--- src/rtl/dmem_arbiter_if.sv ---
// Buses around the data-memory arbiter: one requester port type and the memory port.

interface dmem_port_if #(
   parameter int unsigned ADDR_W = 12,
   parameter int unsigned DATA_W = 32
);
   logic              req;
   logic              wren;
   logic [ADDR_W-1:0] addr;
   logic [DATA_W-1:0] data;
   logic              gnt;
   logic              rvalid;
   logic [DATA_W-1:0] q;

   // Requester side drives the command, arbiter side answers with grant/read data.
   modport master (output req, wren, addr, data, input gnt, rvalid, q);
   modport slave  (input req, wren, addr, data, output gnt, rvalid, q);
endinterface

interface dmem_mem_if #(
   parameter int unsigned ADDR_W = 12,
   parameter int unsigned DATA_W = 32
);
   logic [ADDR_W-1:0] address;
   logic [DATA_W-1:0] data;
   logic              wren;
   logic [DATA_W-1:0] q;

   // Arbiter issues commands, the syncram returns q.
   modport master (output address, data, wren, input q);
   modport slave  (input address, data, wren, output q);
endinterface

--- src/rtl/dmem_arbiter.sv ---
// Round-robin arbiter sharing the single-port data syncram between the
// processor port (p) and the DMA/debug port (d). Commands are registered
// onto the memory bus; a tag pipeline routes each read result back to its issuer.

module dmem_arbiter #(
   parameter int unsigned ADDR_W   = 12,
   parameter int unsigned DATA_W   = 32,
   parameter int unsigned READ_LAT = 1
) (
   input logic         clock,
   input logic         reset,
   dmem_port_if.slave  p,
   dmem_port_if.slave  d,
   dmem_mem_if.master  mem
);

   localparam int unsigned TAG_D = READ_LAT + 1;

   typedef enum logic {
      OWN_P = 1'b0,
      OWN_D = 1'b1
   } owner_e;

   owner_e            last_owner;
   logic              p_win_c;
   logic              d_win_c;
   logic [ADDR_W-1:0] addr_q;
   logic [DATA_W-1:0] data_q;
   logic              wren_q;
   // One valid bit per owner per stage, so each rvalid is a plain flop output.
   logic [TAG_D-1:0]  p_tag;
   logic [TAG_D-1:0]  d_tag;

   // Round-robin grant: on a tie the port that did not win last time goes first.
   always_comb begin
      p_win_c = 1'b0;
      d_win_c = 1'b0;
      if (reset) begin
         if (p.req && (!d.req || last_owner == OWN_D)) begin
            p_win_c = 1'b1;
         end else if (d.req) begin
            d_win_c = 1'b1;
         end
      end
   end

   assign p.gnt = p_win_c;
   assign d.gnt = d_win_c;

   // Issue stage: register the winner's command; address/data hold when idle.
   always_ff @(posedge clock or negedge reset) begin
      if (!reset) begin
         addr_q     <= '0;
         data_q     <= '0;
         wren_q     <= 1'b0;
         last_owner <= OWN_D;
      end else begin
         wren_q <= 1'b0;
         if (p_win_c) begin
            addr_q     <= p.addr;
            data_q     <= p.data;
            wren_q     <= p.wren;
            last_owner <= OWN_P;
         end else if (d_win_c) begin
            addr_q     <= d.addr;
            data_q     <= d.data;
            wren_q     <= d.wren;
            last_owner <= OWN_D;
         end
      end
   end

   assign mem.address = addr_q;
   assign mem.data    = data_q;
   assign mem.wren    = wren_q;

   // Read tag pipeline: a read tag enters at accept and surfaces when mem.q is valid.
   always_ff @(posedge clock or negedge reset) begin
      if (!reset) begin
         p_tag <= '0;
         d_tag <= '0;
      end else begin
         p_tag <= {p_tag[TAG_D-2:0], p_win_c & ~p.wren};
         d_tag <= {d_tag[TAG_D-2:0], d_win_c & ~d.wren};
      end
   end

   assign p.rvalid = p_tag[TAG_D-1];
   assign d.rvalid = d_tag[TAG_D-1];

   // Both requesters see the raw memory output and qualify it with their rvalid.
   assign p.q = mem.q;
   assign d.q = mem.q;

endmodule

--- src/flat_wrapper.sv ---
// flat-port wrapper written by rule: the top's interface ports become plain ports
module dmem_arbiter_flat 
#(
   parameter int unsigned ADDR_W   = 12,
   parameter int unsigned DATA_W   = 32,
   parameter int unsigned READ_LAT = 1
)
  (clock, reset, p_req, p_wren, p_addr, p_data, p_gnt, p_rvalid, p_q, d_req, d_wren, d_addr, d_data, d_gnt, d_rvalid, d_q, mem_address, mem_data, mem_wren, mem_q);
  dmem_port_if #(.ADDR_W(ADDR_W), .DATA_W(DATA_W)) p_i ();
  dmem_port_if #(.ADDR_W(ADDR_W), .DATA_W(DATA_W)) d_i ();
  dmem_mem_if #(.ADDR_W(ADDR_W), .DATA_W(DATA_W)) mem_i ();
  input logic clock;
  input logic reset;
  input wire logic [$bits(p_i.req)-1:0] p_req;
  input wire logic [$bits(p_i.wren)-1:0] p_wren;
  input wire logic [$bits(p_i.addr)-1:0] p_addr;
  input wire logic [$bits(p_i.data)-1:0] p_data;
  output wire logic [$bits(p_i.gnt)-1:0] p_gnt;
  output wire logic [$bits(p_i.rvalid)-1:0] p_rvalid;
  output wire logic [$bits(p_i.q)-1:0] p_q;
  input wire logic [$bits(d_i.req)-1:0] d_req;
  input wire logic [$bits(d_i.wren)-1:0] d_wren;
  input wire logic [$bits(d_i.addr)-1:0] d_addr;
  input wire logic [$bits(d_i.data)-1:0] d_data;
  output wire logic [$bits(d_i.gnt)-1:0] d_gnt;
  output wire logic [$bits(d_i.rvalid)-1:0] d_rvalid;
  output wire logic [$bits(d_i.q)-1:0] d_q;
  output wire logic [$bits(mem_i.address)-1:0] mem_address;
  output wire logic [$bits(mem_i.data)-1:0] mem_data;
  output wire logic [$bits(mem_i.wren)-1:0] mem_wren;
  input wire logic [$bits(mem_i.q)-1:0] mem_q;
  assign p_i.req = p_req;
  assign p_i.wren = p_wren;
  assign p_i.addr = p_addr;
  assign p_i.data = p_data;
  assign p_gnt = p_i.gnt;
  assign p_rvalid = p_i.rvalid;
  assign p_q = p_i.q;
  assign d_i.req = d_req;
  assign d_i.wren = d_wren;
  assign d_i.addr = d_addr;
  assign d_i.data = d_data;
  assign d_gnt = d_i.gnt;
  assign d_rvalid = d_i.rvalid;
  assign d_q = d_i.q;
  assign mem_address = mem_i.address;
  assign mem_data = mem_i.data;
  assign mem_wren = mem_i.wren;
  assign mem_i.q = mem_q;
  dmem_arbiter #(.ADDR_W(ADDR_W), .DATA_W(DATA_W), .READ_LAT(READ_LAT)) u_core (.clock(clock), .reset(reset), .p(p_i), .d(d_i), .mem(mem_i));
endmodule
--- config.mk ---
export PLATFORM = sky130hd
export DESIGN_NAME = dmem_arbiter_flat
export DESIGN_NICKNAME = d
export VERILOG_FILES = /design/src/rtl/dmem_arbiter_if.sv /design/src/rtl/dmem_arbiter.sv /design/src/flat_wrapper.sv
export SDC_FILE = /design/constraint.sdc
export NUM_CORES = 1
export LEC_CHECK = 0
export ABC_AREA = 1
export CORE_ASPECT_RATIO = 0.6
export CORE_MARGIN = 5
export CORE_UTILIZATION = 37
export DETAILED_ROUTE_END_ITERATION = 7
export HOLD_SLACK_MARGIN = 0.15
export PLACE_DENSITY = 0.82
export SKIP_LAST_GASP = 1
export SLEW_MARGIN = 0
export SYNTH_ARGS = -nofsm -noshare
export SYNTH_HDL_FRONTEND = slang
export SYNTH_SLANG_ARGS = --single-unit
--- constraint.sdc ---
create_clock -name clock -period 1.7 [get_ports clock]
set_input_delay 0.34 -clock clock [delete_from_list [all_inputs] [get_ports clock]]
set_output_delay 0.34 -clock clock [all_outputs]
set_load 0.05 [all_outputs]
Word-level counts from Yosys, hierarchy flattened

Index checks and enable logic that the tools add are counted.

Muxes and demuxes: 13
Bitwise operators: 4
Reduce and logical (&&, ||, !) cells: 4

Operator list:

| operator           | count |
|---|---|
| 32-bit two-way mux | 2 |
| 12-bit two-way mux | 2 |
| 1-bit two-way mux  | 9 |
| 1-bit AND          | 2 |
| 1-bit inverter     | 2 |
| 2-bit nonzero test | 1 |
| 1-bit logical AND  | 1 |
| 1-bit zero test    | 1 |
| 1-bit logical OR   | 1 |

Bits in registers: 50
Input port bits: 126
Output and inout bits: 113
Word-level logic and storage cells: 27

Depth between registers and ports, before layout

Word-level depth: 7
Gate-level depth with buffers: 9
Mapped depth without buffers: 7

Worst setup path after synthesis

No wires, ideal clock.

Kind: reg-to-output
Start: register u_core.last_owner
End: output port p_gnt
Arrival time: 1.165 ns
Required time: 1.360 ns
Slack: 0.195 ns
Cell stages (with the launch flop): 6
Buffers on the path: 1
Cells stage by stage: dfstp_2 inv_2 nand2_2 nand3_4 buf_4 inv_2

Cells in the longest elaborated chain, start to end: 4

RTL lines:

| what                   | line               | text |
|---|---|---|
| start, declared        | dmem_arbiter.sv:24 | `owner_e last_owner;` |
| start signal, assigned | dmem_arbiter.sv:56 | `last_owner <= OWN_D;` |
| start signal, assigned | dmem_arbiter.sv:63 | `last_owner <= OWN_P;` |
| start signal, assigned | dmem_arbiter.sv:68 | `last_owner <= OWN_D;` |
| 1-bit logical OR       | dmem_arbiter.sv:39 | `if (p.req && (!d.req \|\| last_owner == OWN_D)) begin` |
| 1-bit logical AND      | dmem_arbiter.sv:39 |  |
| 1-bit two-way mux      | dmem_arbiter.sv:39 |  |
| 1-bit two-way mux      | dmem_arbiter.sv:38 | `if (reset) begin` |
| end, declared          | flat_wrapper.sv:18 | `output wire logic [$bits(p_i.gnt)-1:0] p_gnt;` |

No other way between the ends.

Worst setup path in the final report

Start: register u_core.last_owner
End: output port d_gnt

Cells in the longest elaborated chain, start to end: 4

RTL lines:

| what              | line               | text |
|---|---|---|
| 1-bit logical OR  | dmem_arbiter.sv:39 |  |
| 1-bit logical AND | dmem_arbiter.sv:39 |  |
| 1-bit two-way mux | dmem_arbiter.sv:39 |  |
| 1-bit two-way mux | dmem_arbiter.sv:38 |  |
| end, declared     | flat_wrapper.sv:25 | `output wire logic [$bits(d_i.gnt)-1:0] d_gnt;` |

No other way between the ends.

==> reports/metrics.cfg <==
[placed_design]
dp.cells=754
dp_slack_ns=-0.1045
port_buffers=142
place_hpwl_um=7480
routabilityCongestion=0.8239

[clock_tree]
numCtsBuffers=5
cts_tree=done
cts.clk_slew.worst_paths_ns=0.07
cts-root-buf=clkbuf_16
htree_num_levels=2
cts.sinks=50
clock_latency_ns=0.29
clock_path_buffers=2

[timing]
whs_ns=0.3516
skew_ns=0.003633
fmax_ghz=0.5985
final_hold_viol_count=0
fin_ws_ns=0.02927
relSlewSlack_pct=75.37
drv_slew=0
worst_pin_slew_ns=0.3694
rsz0062_at_grt=true
setup_violations=0
final.period_utilization_pct=98.28
fin_crit_ns=1.671

[worst_setup_path]
critPathKind=flip-flop to output port
path_max_fanout=4
r2r_slack_ns=0.19
worstSetupEndpointType=output port
arrival_ns=1.33
worstPathRequired_ns=1.36
start_kind=flip-flop

[die]
dieArea_um2=12000
fp.coreArea_um2=9739
die_x_um=138.1
die_h_um=86.88
num_rows=28
start_util_pct=37.42
pin_count=239

[global_routing]
grt_max_degree=59
first_global_vias=3444
grt_pass1_wl_um=16990
grt_overflow=0
antenna_found_initial=0
grtUsageTotal_pct=17.20

[detailed_routing]
top_layer=met4
drt-met1-wl_um=4772
num_vias=3498
routed_wl_um=10430
post_drt_wl_per_cell_um=13.65
dr.first_iter.drc_count=206
drt_drc_violations_left=0
via_per_inst=4.579
met2_length_um=4300
route.met3.wl_um=1246
ant_nets=0
drtPass1Iterations=4

[power_and_ir_drop]
cellPowerDensity_nw_per_um2=913.8
irDropWorstVdd_mv=0.4106
p_leak_nw=2.837

[layout]
multi_input_area_um2=1225
regArea_um2=1252
diodes=0
utilization_pct=49.11
areaGrowthSynthToFinish_pct=31.24
drive_above_1_share_pct=13.51
instances_no_fill=764
nFillCells=965
fin_nets=754

[synth]
syn_inst=557
synth.distinct_cells=18
synthTopCellsByArea=dfrtp_1 34%, nand2_1 19%, buf_4 15%
yosys.area.top_type=dfrtp_1
ys_ff_latch=50
yosysSeqAreaShare_pct=34.36
synth_top_area_share_pct=33.64
syn_area_um2=3645
avgSynthCellArea_um2=6.544
yosysWarnings=0
synthesis.nets=683

[run_status]
status=finished, final reports clean

[min_path]
hold_class=flip-flop to flip-flop

[flow_run]
max_cap_violations=0

[flip-flops by register name, indices dropped and copies added, names as in the netlist]
name                cells
u_core.p_tag            2
u_core.last_owner       1
u_core.mem.wren         1
u_core.mem.data        32
u_core.d_tag            2
u_core.mem.address     12
[placed cells by master, fill, tap and decap left out, drive strengths merged]
cell / instances
nand2: 183
buf: 67
o21ai: 1
nand3: 45
dlygate4sd3: 1
nand4: 44
dlygate4sd2: 1
dfrtp: 49
nor2: 2
clkinvlp: 1
clkdlybuf4s50: 90
dfstp: 1
inv: 137
clkinv: 2
clkbuf: 5
[final timing paths]
| check | startpoint | endpoint | depth (start not counted) |
|---|---|---|---|
| worst max-delay path | u_core.last_owner | d_gnt | 6 |
| worst min-delay path | u_core.d_tag[0] | u_core.d_tag[1] | 0 |
| worst max register to register | u_core.last_owner | u_core.mem.data[6] | 9 |
| worst min register to register | u_core.d_tag[0] | u_core.d_tag[1] | 0 |
| max in group asynchronous | reset | u_core.mem.address[1] | 3 |
| min in group asynchronous | reset | u_core.mem.data[23] | 3 |
[cell families (layout without fill, tap and decap cells)]
| kind of cell | after synthesis | in the layout | synth area share [%] |
|---|---|---|---|
| and+or+nand+nor | 274 | 274 | 33.40 |
| buffers and inverters | 232 | 304 | 32.10 |
| DFF | 50 | 50 | 34.36 |
| AOI/OAI and AO/OA | 1 | 1 | 0.1372 |
[metrics by stage]
stage / power (W) / area [um^2] / setup TNS [ns]
floorplan: 0.003077 / 3645 / 0
global placement: 0.003354 / 4614 / -1.126
detailed placement: 0.003391 / 4614 / -3.286
CTS: 0.004427 / 4777 / -0.02968
global route: 0.004634 / 4783 / -0.1627
finish: 0.004371 / 4783 / 0
[area by class of cell]
class | instances | area share (%)
Timing Repair Buffer | 159 | 30.81
Sequential cell | 50 | 26.18
Multi-Input combinational cell | 275 | 25.61
Inverter | 137 | 10.80
Tap cell | 135 | 3.531
Clock buffer | 5 | 2.616
Clock inverter | 3 | 0.4447
[critical path: stages (launching register included)]
cell,delay (ns)
dfstp_2,0.54
inv_2,0.03
nand2_2,0.10
nand2_1,0.08
nand2_2,0.09
inv_2,0.06
buf_12,0.14
[layer usage]
metal	global-route usage, %	vias up
met5	0	-
met4	4.126	0
met3	7.789	14
met2	25.31	193
met1	23.21	1570
li1	-	1721
[where the power goes]
| part | switching (W) | leakage, nW | internal, W |
|---|---|---|---|
| Combinational | 0.00122 | 2.18 | 0.000659 |
| Sequential | 0.000109 | 0.585 | 0.00138 |
| Clock | 0.000457 | 0.0698 | 0.000546 |
| Total | 0.00179 | 2.84 | 0.00258 |
[what timing repair did]
item                                   CTS  global route
hold buffers                             1             0
setup endpoints to repair                2            10
endpoints found under the hold margin   49             0
buffers inserted                         1             0
gates resized for setup                  1             2
[Yosys cell counts]
cell type	instances
buf_6	1
nor2_1	2
dfrtp_1	49
nand3_1	44
buf_2	9
nand2_4	1
buf_4	71
nand4_1	44
o21ai_1	1
inv_1	132
nand2_1	181
clkbuf_4	3
nand3_4	1
inv_4	1
nand2_2	1
clkbuf_1	11
dfstp_2	1
inv_2	4
Note: power is estimated with default switching activity, not from simulation.
